**config.mk**
```make
export PLATFORM = sky130hd
export DESIGN_NAME = stencil_stream_ctrl
export DESIGN_NICKNAME = d
export VERILOG_FILES = /design/src/rtl/stencil_stream_ctrl.sv
export SDC_FILE = /design/constraint.sdc
export NUM_CORES = 1
export LEC_CHECK = 0
export ABC_AREA = 1
export CAP_MARGIN = 5
export CORE_ASPECT_RATIO = 1.1
export CORE_MARGIN = 3
export CORE_UTILIZATION = 59
export DETAILED_ROUTE_END_ITERATION = 8
export PLACE_DENSITY_LB_ADDON = 0.12
export SYNTH_ARGS = -nofsm -noshare
export SYNTH_HDL_FRONTEND = slang
export SYNTH_SLANG_ARGS = --single-unit
export TNS_END_PERCENT = 20
```
**constraint.sdc**
```tcl
create_clock -name clk -period 3.48 [get_ports clk]
set_input_delay 0.696 -clock clk [delete_from_list [all_inputs] [get_ports clk]]
set_output_delay 0.696 -clock clk [all_outputs]
set_load 0.005 [all_outputs]
```
**src/rtl/stencil_stream_ctrl.sv**
```systemverilog
// Sequencer for a line-buffer + stencil-kernel stage: counts pixels, drives the
// shared pipeline advance enable and carries window-valid/last tags to the kernel tail.
module stencil_stream_ctrl #(
  parameter int IMG_W     = 64,
  parameter int IMG_H     = 64,
  parameter int STENCIL_W = 2,
  parameter int PIPE_LAT  = 5,
  parameter int CNT_W     = 16
) (
  input  logic             clk,
  input  logic             rst_n,
  input  logic             start,
  input  logic             in_valid,
  output logic             in_ready,
  output logic             lb_en,
  output logic             out_valid,
  input  logic             out_ready,
  output logic             out_last,
  output logic [CNT_W-1:0] col,
  output logic [CNT_W-1:0] row,
  output logic             busy,
  output logic             done
);

  typedef enum logic [1:0] {
    S_IDLE  = 2'd0,
    S_RUN   = 2'd1,
    S_DRAIN = 2'd2,
    S_DONE  = 2'd3
  } state_e;

  localparam logic [CNT_W-1:0] COL_FIRST_VLD = CNT_W'(STENCIL_W - 1);
  localparam logic [CNT_W-1:0] COL_LAST      = CNT_W'(IMG_W - 1);
  localparam logic [CNT_W-1:0] ROW_LAST      = CNT_W'(IMG_H - 1);

  state_e              state_q, state_d;
  logic [CNT_W-1:0]    col_q, col_d;
  logic [CNT_W-1:0]    row_q, row_d;
  logic [PIPE_LAT-1:0] tag_q, tag_d;
  logic [PIPE_LAT-1:0] last_q, last_d;

  logic stall;
  logic accept;
  logic ins_tag;
  logic ins_last;
  logic last_pix;

  // Tail of the tag pipe lines up with the kernel result leaving the adders.
  assign out_valid = tag_q[PIPE_LAT-1];
  assign out_last  = last_q[PIPE_LAT-1] & tag_q[PIPE_LAT-1];
  assign stall     = out_valid & ~out_ready;

  assign col  = col_q;
  assign row  = row_q;
  assign busy = (state_q == S_RUN) | (state_q == S_DRAIN);
  assign done = (state_q == S_DONE);

  assign ins_tag  = (col_q >= COL_FIRST_VLD);
  assign last_pix = (col_q == COL_LAST) & (row_q == ROW_LAST);
  assign ins_last = ins_tag & last_pix;

  always_comb begin
    state_d  = state_q;
    col_d    = col_q;
    row_d    = row_q;
    tag_d    = tag_q;
    last_d   = last_q;
    in_ready = 1'b0;
    lb_en    = 1'b0;
    accept   = 1'b0;

    case (state_q)
      S_IDLE: begin
        if (start) begin
          state_d = S_RUN;
          col_d   = '0;
          row_d   = '0;
          tag_d   = '0;
          last_d  = '0;
        end
      end

      S_RUN: begin
        in_ready = ~stall;
        accept   = in_valid & ~stall;
        lb_en    = accept;
        if (accept) begin
          tag_d  = PIPE_LAT'({tag_q, ins_tag});
          last_d = PIPE_LAT'({last_q, ins_last});
          if (last_pix) begin
            col_d   = '0;
            row_d   = '0;
            state_d = S_DRAIN;
          end else if (col_q == COL_LAST) begin
            col_d = '0;
            row_d = row_q + 1'b1;
          end else begin
            col_d = col_q + 1'b1;
          end
        end
      end

      S_DRAIN: begin
        // Flush with empty tags until the final beat leaves the tail.
        lb_en = ~stall;
        if (~stall) begin
          tag_d  = PIPE_LAT'({tag_q, 1'b0});
          last_d = PIPE_LAT'({last_q, 1'b0});
        end
        if (out_valid & out_last & out_ready) begin
          state_d = S_DONE;
        end
      end

      S_DONE: begin
        state_d = S_IDLE;
      end

      default: begin
        state_d = S_IDLE;
      end
    endcase
  end

  always_ff @(posedge clk or negedge rst_n) begin
    if (!rst_n) begin
      state_q <= S_IDLE;
      col_q   <= '0;
      row_q   <= '0;
      tag_q   <= '0;
      last_q  <= '0;
    end else begin
      state_q <= state_d;
      col_q   <= col_d;
      row_q   <= row_d;
      tag_q   <= tag_d;
      last_q  <= last_d;
    end
  end

endmodule

```
==> impl_metrics.tcl <==
set metrics [dict create \
    outcome "finished clean" \
    total_power_uw 1741 \
    muxShareOfSynthArea 0 \
    cts_root_buf "clkbuf_8" \
    viasPerCell 5.510 \
    drv_slew 0 \
    synth_compound_area_frac 0.06531 \
    io_pins 43 \
    critPathArrivalTime_ns 1.96 \
    ir_drop_mv 0.5506 \
    ys_types 30 \
    setup_viol 0 \
    ys_warn_count 0 \
    final_layout_size_suffix_gt1_frac 0.07018 \
    p_leak_uw 0.001527 \
    dp_cells 504 \
    crit_type "in -> out" \
    num_vias 2821 \
    drc 0 \
    cts_resized 0 \
    die_area_sq_mm 0.005780 \
    die_h_um 79.44 \
    powerDensity_mw_per_mm2 510.0 \
    clk_latency_ns 0.30 \
    stdcell_count 512 \
    fp.dieW_um 72.76 \
    antenna_found_initial 0 \
    yosysTopAreaCell "dfrtp_1" \
    overflow 0 \
    cap_violations 0 \
    htreeDepth 2 \
    setup_tns_ns 0 \
    synth_nets 426 \
    synth-main-ff-cell "dfrtp_1" \
    core_area_sq_mm 0.004684 \
    synth-seq-cells 44 \
    tritoncts "done" \
    clk_pin_slew_ns 0.09 \
    final.setup_skew_ns 0.007606 \
    grt_max_degree 45 \
    postSynthAreaPerCell_sq_um 7.004 \
    worst_slew_pin_slew_ns 1.009 \
    critical_path_required_ns 2.78 \
    numCtsBuffers 5 \
    synth.area.top_cells "dfrtp_1 38%, nand2_1 17%, nand3_1 7.6%" \
    drtIter0Drc 305 \
    port_buffers 42 \
    synth_top_family_by_area "simple AND/OR/NAND/NOR gates" \
    start_util 0.6175 \
    synth_edf_count 0 \
    clock_path_buffers 2 \
    rsz0062_at_grt "no" \
    period_minus_slack_ns 2.660 \
    seq_area_frac_synth 0.3806 \
    routed_wl_um 6898 \
    grt_pass1_vias 2704 \
    final_hold_viol_count 0 \
    synth_commonest_cells "132 x nand2_1, 54 x nor2_1, 44 x dfrtp_1, 44 x nand3_1, 37 x inv_1" \
    min_period_over_period 0.7644 \
    track_usage 0.2604 \
    cp-start-kind "input port" \
    max_slew_margin 0.3276 \
    synth_fa_ha_area_frac 0.03460 \
    grt_pass1_wl_um 12080 \
    post_cts_buffers 0 \
    ant_nets 0 \
    syn_to_final_growth_pct 17.99 \
    synth_top_area_frac 0.3806 \
    async_reset_ff_frac 1.000 \
    hold_class "reg -> reg" \
    dp_hpwl_um 4898 \
    gp_congestion 0.8759 \
    fmax_ghz 0.3759 \
    syn_area_sq_mm 0.002893 \
    rows 26 \
    crit_fanout 3 \
    nNetsFinal 468 \
    synthSimpleGateAreaFrac 0.4208 \
    yosys.area_share.xor_xnor 0.02422 \
    yosysMostFrequentCell "nand2_1" \
    syn_inst 413 \
    cts_hold_buf 0 \
    fillers 407 \
    cts.sinks 44 \
    crit_path_end_kind "output pin" \
    antennaDiodeCount 0 \
    routedWlPerCell_um 13.47 \
    first_pass_iters 4 \
]
layout by cell type (no fill, tap or decap), types with 3 or more instances in the layout:
cell type        count
o21ai_1              8
o21ai_0             17
xor2_1               6
nor2_1              54
inv_1               37
nand2_2              3
nand4_1             19
nor2_2               6
a21oi_1              3
nand3_1             44
clkbuf_8             5
ha_1                 8
dfrtp_1             44
nand2_4              3
clkdlybuf4s50_1     41
nor3_1               4
inv_2                3
nand2_1            132
cell type report:
type | count | area (sq um) | area share
well taps | 56 | 70.07 | 0.02053
inverters | 40 | 150.1 | 0.04399
flip-flops and latches | 44 | 1101 | 0.3226
clock buffers | 5 | 68.82 | 0.02016
multi-input cells | 321 | 1577 | 0.4619
clock inverters | 3 | 23.77 | 0.006965
repair buffers | 43 | 422.9 | 0.1239
where the power goes:
part           internal [uW]  switching (uW)
logic                    248             540
registers                552            58.5
clock network            143             199
metrics by stage:
step / area (sq um) / setup slack [ns] / utilization / hold slack, ns
3_5_place_dp: 3321 / 0.8144 / 0.7089 / 0.4660
2_1_floorplan: 2893 / 1.766 / - / 0.4004
6_report: 3413 / 0.8198 / 0.7286 / 0.4945
3_3_place_gp: 3321 / 0.8216 / 0.7089 / 0.4652
4_1_cts: 3413 / 0.8153 / 0.7286 / 0.4925
5_1_grt: 3413 / 0.7381 / 0.7286 / 0.5022
final timing paths:
check | start | end | slack (ns) | cells past startpoint
max | out_ready | lb_en | 0.82 | 6
min | last_q[0] | last_q[0] | 0.49 | 2
max reg2reg | state_q[1] | col[5] | 1.24 | 9
min reg2reg | last_q[0] | last_q[0] | 0.49 | 2
max in group asynchronous | rst_n | col[2] | 2.30 | 1
min in group asynchronous | rst_n | row[13] | 0.55 | 1
flip-flops by register name, summed over array words and instances (netlist names):
register	cells
tag_q	5
last_q	5
row	16
state_q	2
col	16
critical path, stage by stage:
cell             delay (ns)
clkdlybuf4s50_1        0.47
inv_1                  0.05
nand2_1                0.08
o21ai_0                0.08
nor2_1                 0.08
clkdlybuf4s50_1        0.50
cell families (layout without fill, tap and decap cells):
group / count (synthesis) / in the layout
xor gates and xnor gates: 8 / 8
and+or+nand+nor: 272 / 272
AOI/OAI and AO/OA: 33 / 33
buffers and inverters: 48 / 91
adders and majority gates: 8 / 8
DFF: 44 / 44
routing by layer:
layer  routed length [um]  part of all wire  GRT usage  vias to the layer above
met2                 3445              0.50     0.4359                       82
met4                  135             0.020    0.08303                        0
met3                  317             0.046    0.05038                       14
met5                    0                 0          0                        -
met1                 3000              0.43     0.3366                     1315
li1                     -                 -          -                     1410
Power figures use the tool's default switching activity.
